### config.mk
export PLATFORM = sky130hd
export DESIGN_NAME = ama_riscv_fetch_buf_flat
export DESIGN_NICKNAME = d
export VERILOG_FILES = /design/src/rtl/ama_riscv_fetch_buf_if.sv /design/src/rtl/ama_riscv_fetch_buf.sv /design/src/flat_wrapper.sv
export SDC_FILE = /design/constraint.sdc
export NUM_CORES = 1
export LEC_CHECK = 0
export CAP_MARGIN = 40
export CORE_MARGIN = 2
export CORE_UTILIZATION = 53
export CTS_CLUSTER_DIAMETER = 60
export DETAILED_ROUTE_END_ITERATION = 10
export GPL_TIMING_DRIVEN = 0
export HOLD_SLACK_MARGIN = 0.15
export PLACE_DENSITY = 0.82
export SLEW_MARGIN = 20
export SYNTH_ARGS = -nofsm -noshare
export SYNTH_HDL_FRONTEND = slang
export SYNTH_SLANG_ARGS = --single-unit
### constraint.sdc
create_clock -name clk -period 9.7 [get_ports clk]
set_input_delay 1.94 -clock clk [delete_from_list [all_inputs] [get_ports clk]]
set_output_delay 1.94 -clock clk [all_outputs]
set_load 0.02 [all_outputs]
### src/rtl/ama_riscv_fetch_buf_if.sv
// Handshake bundle between instruction fetch, the fetch buffer and decode.
// The slave modport is the buffer's view; master is the fetch/decode side.
interface ama_riscv_fetch_buf_if;
  logic        imem_valid;
  logic [31:0] imem_inst;
  logic [31:0] imem_pc;
  logic        imem_ready;
  logic        id_valid;
  logic [31:0] id_inst;
  logic [31:0] id_pc;
  logic        id_ready;
  logic        flush;

  modport slave (
    input  imem_valid, imem_inst, imem_pc, id_ready, flush,
    output imem_ready, id_valid, id_inst, id_pc
  );

  modport master (
    output imem_valid, imem_inst, imem_pc, id_ready, flush,
    input  imem_ready, id_valid, id_inst, id_pc
  );
endinterface

### src/rtl/ama_riscv_fetch_buf.sv
// Circular instruction FIFO between imem and decode; absorbs decode stalls,
// drops everything on flush and shows a NOP bubble whenever it is empty.
module ama_riscv_fetch_buf #(
  parameter int          DEPTH    = 2,
  parameter logic [31:0] NOP_INST = 32'h0000_0013
) (
  input  logic                   clk,
  input  logic                   rst,
  ama_riscv_fetch_buf_if.slave   bus,
  output logic [31:0]            bubble_cnt
);
  localparam int PW = $clog2(DEPTH);
  localparam int CW = PW + 1;
  localparam logic [CW-1:0] FULL = CW'(DEPTH);

  logic [31:0]   inst_mem [DEPTH];
  logic [31:0]   pc_mem   [DEPTH];
  logic [PW-1:0] wr_ptr_q, wr_ptr_d;
  logic [PW-1:0] rd_ptr_q, rd_ptr_d;
  logic [CW-1:0] count_q,  count_d;
  logic [31:0]   bubble_cnt_q, bubble_cnt_d;
  logic          push, pop;

  // A full buffer refuses a push even if the head is popped this cycle.
  assign bus.imem_ready = ~rst & (count_q != FULL);
  assign bus.id_valid   = (count_q != '0);
  assign bus.id_inst    = bus.id_valid ? inst_mem[rd_ptr_q] : NOP_INST;
  assign bus.id_pc      = bus.id_valid ? pc_mem[rd_ptr_q]   : 32'h0;
  assign bubble_cnt     = bubble_cnt_q;

  assign push = bus.imem_valid & bus.imem_ready & ~bus.flush;
  assign pop  = bus.id_valid & bus.id_ready & ~bus.flush;

  always_comb begin
    wr_ptr_d     = wr_ptr_q;
    rd_ptr_d     = rd_ptr_q;
    count_d      = count_q;
    bubble_cnt_d = bubble_cnt_q;
    if (push) wr_ptr_d = wr_ptr_q + PW'(1);
    if (pop)  rd_ptr_d = rd_ptr_q + PW'(1);
    if (push && !pop)      count_d = count_q + CW'(1);
    else if (pop && !push) count_d = count_q - CW'(1);
    if (bus.id_ready && !bus.id_valid && !bus.flush)
      bubble_cnt_d = bubble_cnt_q + 32'd1;
  end

  // Flush and reset both empty the queue; only reset clears the perf counter.
  always_ff @(posedge clk) begin
    if (rst || bus.flush) begin
      wr_ptr_q <= '0;
      rd_ptr_q <= '0;
      count_q  <= '0;
    end else begin
      wr_ptr_q <= wr_ptr_d;
      rd_ptr_q <= rd_ptr_d;
      count_q  <= count_d;
    end
    if (rst) bubble_cnt_q <= '0;
    else     bubble_cnt_q <= bubble_cnt_d;
  end

  always_ff @(posedge clk) begin
    if (push) begin
      inst_mem[wr_ptr_q] <= bus.imem_inst;
      pc_mem[wr_ptr_q]   <= bus.imem_pc;
    end
  end
endmodule

### src/flat_wrapper.sv
// flat-port wrapper written by rule: the top's interface ports become plain ports
module ama_riscv_fetch_buf_flat 
#(
  parameter int          DEPTH    = 2,
  parameter logic [31:0] NOP_INST = 32'h0000_0013
)
  (clk, rst, bubble_cnt, bus_imem_valid, bus_imem_inst, bus_imem_pc, bus_id_ready, bus_flush, bus_imem_ready, bus_id_valid, bus_id_inst, bus_id_pc);
  ama_riscv_fetch_buf_if bus_i ();
  input  logic clk;
  input  logic rst;
  output logic [31:0] bubble_cnt;
  input wire logic [$bits(bus_i.imem_valid)-1:0] bus_imem_valid;
  input wire logic [$bits(bus_i.imem_inst)-1:0] bus_imem_inst;
  input wire logic [$bits(bus_i.imem_pc)-1:0] bus_imem_pc;
  input wire logic [$bits(bus_i.id_ready)-1:0] bus_id_ready;
  input wire logic [$bits(bus_i.flush)-1:0] bus_flush;
  output wire logic [$bits(bus_i.imem_ready)-1:0] bus_imem_ready;
  output wire logic [$bits(bus_i.id_valid)-1:0] bus_id_valid;
  output wire logic [$bits(bus_i.id_inst)-1:0] bus_id_inst;
  output wire logic [$bits(bus_i.id_pc)-1:0] bus_id_pc;
  assign bus_i.imem_valid = bus_imem_valid;
  assign bus_i.imem_inst = bus_imem_inst;
  assign bus_i.imem_pc = bus_imem_pc;
  assign bus_i.id_ready = bus_id_ready;
  assign bus_i.flush = bus_flush;
  assign bus_imem_ready = bus_i.imem_ready;
  assign bus_id_valid = bus_i.id_valid;
  assign bus_id_inst = bus_i.id_inst;
  assign bus_id_pc = bus_i.id_pc;
  ama_riscv_fetch_buf #(.DEPTH(DEPTH), .NOP_INST(NOP_INST)) u_core (.clk(clk), .rst(rst), .bus(bus_i), .bubble_cnt(bubble_cnt));
endmodule
==> impl_results.md <==
- Area Growth Syn to Fin: 38.0%
- Multi-input logic area: 1860 um2
- Residual DRC: 0
- Post-synth top area cell: edfxtp_1
- Global-route wire length before repair: 24400 um
- IO Count: 167
- Max Fclk: 0.183 GHz
- Worst-path clk slew: 60 ps
- DR WL/cell: roughly 18 um
- Synth top area share: 58.7%
- Setup Crit Path Kind: input port to output port
- Overall power: 1480 uW
- Post-synth EDFFs: between 100 and 150
- Layout cells sized above 1: 6.38%
- Largest net degree at the start of global routing: 40
- Clock share of power: between 40% and 50%
- Sink Count: 165
- Yosys warns: 0
- CP endpoint kind: output port
- Ys flop type: edfxtp_1
- CTS tree: done
- Placed cell area: ~8500 um2
- Drt total wl: 15500 um
- Yosys reg bits: 165
- Setup-failing EPs final: 0
- Async set or reset register ratio after synthesis: 0%
- DRT met1 WL: 6360 um
- FP Rows: 40
- Status: finished, final reports clean
- Aggregate global routing overflow: 0
- Startpoint Class: input port
- DR WL met2: a little under 8000 um
- Total die area: around 13000 um2
- Register area: 4580 um2
- Combinational share of power: under 10%
- Peak supply drop: 0.127 mV
- Number of fill cells: 771
- Required time worst endpoint: 7760 ps
- Initial antenna violation count: 1
- Cells after Synth: 474
- Number of I/O port buffers: 165
- R2R setup slack: about 7400 ps
- Num CTS Buffers: 17
- Fin Hold WS: 519 ps
- Switching pwr: just over 300 uW
- Clk_skew: 4.36 ps
- Synth area leaders: edfxtp_1, dfxtp_1, mux2i_1
- Switching portion of total power: between 20 and 25%
- Hold violation count in the final report: 0
- Die width: 115 um
- Post-cts resize count: 0
- P_int: ~1200 uW
- Placed wire-length estimate: just over 10000 um
- Vias in the first global route: about 4600
- H-tree lvl count: 4
- Worst-path maximum fanout: 10
- Period minus WS final: 5480 ps
- Starting Density: 54.3%
- Setup TNS: 0 ps
- Min-delay worst type: register to register
- DR top layer: met4
- Hold Buf Count CTS: 0
- Die H: 115 um
- Initial DRC count: 327
- Seq pwr share: between 50% and 60%
- Setup Fix Bufs, Post-CTS: 0
- Lkg Pwr: roughly 0.0029 uW
- Worst-Skew Late Latency: 420 ps
- CP arrival: about 3500 ps
- Tot GR Track Use: 24.3%
- Avg Vias per Cell: around 5.4
- Placeable Area: 12100 um2
- Count of cell types in the netlist: 30
- Met3 WL: 1160 um
- Clk root buf: clkbuf_16
- Avg Cell Area, Syn: 13.8 um2
- Max Cap Viol: 0
- Clk buf depth: 2
- Mapped cell area: 6550 um2
- Cell area power density: 163 nW/um2
- Antenna Violating Nets Remaining: 0
- Via count: 4552
- Post-Syn Nets: ~550
- RePlAce Congestion: roughly 0.82
- Seq/Total Area, Yosys: 70.0%
- Drt pass-1 iters: 4
- RSZ-0062 raised after global routing: false
- Crit share post-route: between 50% and 60%
- Nets: 733
- Worst-margin pin slew: 823 ps
- Fin area: 9040 um2
- Final Slew Violations: 0
- Headroom to the max-slew limit: ~45%
through the flow:
stage / setup WS, ps / std cells / utilization, %
4_1_cts: 4200 / 842 / 75.0
2_1_floorplan: 3900 / 474 / -
5_1_grt: 4120 / 842 / 75.0
3_3_place_gp: 2060 / 807 / 69.8
6_report: 4220 / 843 / 75.0
3_5_place_dp: 4200 / 811 / 70.6
power by group through the flow:
stage / registers (uW) / clock network [uW] / logic [uW]
finish: 776 / 601 / 100
global route: 776 / 640 / 107
CTS: 776 / 611 / 101
detailed placement: 791 / 0 / 99.3
global placement: 792 / 0 / 93.3
floorplan: 792 / 0 / 37.3
kinds of logic (layout without fill, tap and decap cells):
| logic type | count (synthesis) | after routing | synth area share (%) |
|---|---|---|---|
| AOI/OAI and AO/OA | 36 | 36 | 3.13 |
| xor gates and xnor gates | 15 | 15 | 2.01 |
| adders and majority gates | 2 | 2 | 0.382 |
| buffers and inverters | 30 | 230 | 1.85 |
| DFF | 165 | 165 | 70.0 |
| muxes | 68 | 68 | 10.4 |
| other | 0 | 1 | 0 |
| and+or+nand+nor | 158 | 158 | 12.2 |
cell usage in the layout, fill, tap and decap left out, types with 2 or more instances in the layout:
master           netlist  layout
clkdlybuf4s50_1        0     165
edfxtp_1             128     128
nor2b_1                4       3
inv_1                  3       3
clkinv_2               0       2
mux2_2                 3       3
or3_1                  8       8
nor3_1                 5       5
xor2_1                12      12
clkinvlp_4             0       3
nor2_1                79      79
clkinv_1               0       5
nand3_1                8       8
nand4_2                2       2
or4_1                 10      10
and2_1                 4       3
mux2i_1               65      65
ha_1                   2       2
a21oi_1               18      18
and3_1                 2       2
buf_12                 0       2
nand2_1               13      13
nor4_1                 3       3
and4_1                 6       6
o21ai_0                8       8
buf_16                 0       2
clkbuf_16              0      17
clkbuf_1              19      21
o31ai_1               10      10
buf_2                  7       7
nand4_1               11      11
dfxtp_1               37      37
xnor2_1                3       3
critical path: stages:
cell	delay [ps]
clkdlybuf4s50_1	600
clkbuf_1	350
nor2b_1	90
clkdlybuf4s50_1	560
per-layer routing:
metal,vias to the layer above,track usage (%)
li1,2141,-
met3,27,7.17
met5,-,0
met4,0,9.48
met2,185,40.4
met1,2199,30.1
registers in the layout, summed over array words and instances (netlist names), named ones only:
register and count:
u_core.rd_ptr_q 1, u_core.bubble_cnt 32, u_core.count_q 2, u_core.pc_mem 64, u_core.inst_mem 64, u_core.wr_ptr_q 1
worst paths after layout:
| check | startpoint | to | cells past startpoint |
|---|---|---|---|
| worst min register to register | u_core.bubble_cnt[23] | u_core.bubble_cnt[23] | 2 |
| worst min-delay path | u_core.bubble_cnt[23] | u_core.bubble_cnt[23] | 2 |
| worst max-delay path | rst | bus_imem_ready | 4 |
| worst max register to register | u_core.count_q[0] | u_core.count_q[1] | 8 |
cell usage after synthesis, types with 2 or more instances:
library cell,count
edfxtp_1,128
nor2_1,79
mux2i_1,65
dfxtp_1,37
clkbuf_1,19
a21oi_1,18
nand2_1,13
xor2_1,12
nand4_1,11
o31ai_1,10
or4_1,10
nand3_1,8
o21ai_0,8
or3_1,8
buf_2,7
and4_1,6
nor3_1,5
and2_1,4
nor2b_1,4
inv_1,3
mux2_2,3
nor4_1,3
xnor2_1,3
and3_1,2
ha_1,2
nand4_2,2
final cells by class:
type / instances / area share [%]
Sequential cell: 165 / 50.7
Multi-Input combinational cell: 279 / 20.5
Timing Repair Buffer: 169 / 19.3
Clock buffer: 19 / 4.79
Tap cell: 168 / 2.32
Buffer: 27 / 1.22
Clock inverter: 12 / 0.996
Inverter: 3 / 0.124
Antenna cell: 1 / 0.0277
Note: power is estimated with default switching activity, not from simulation.
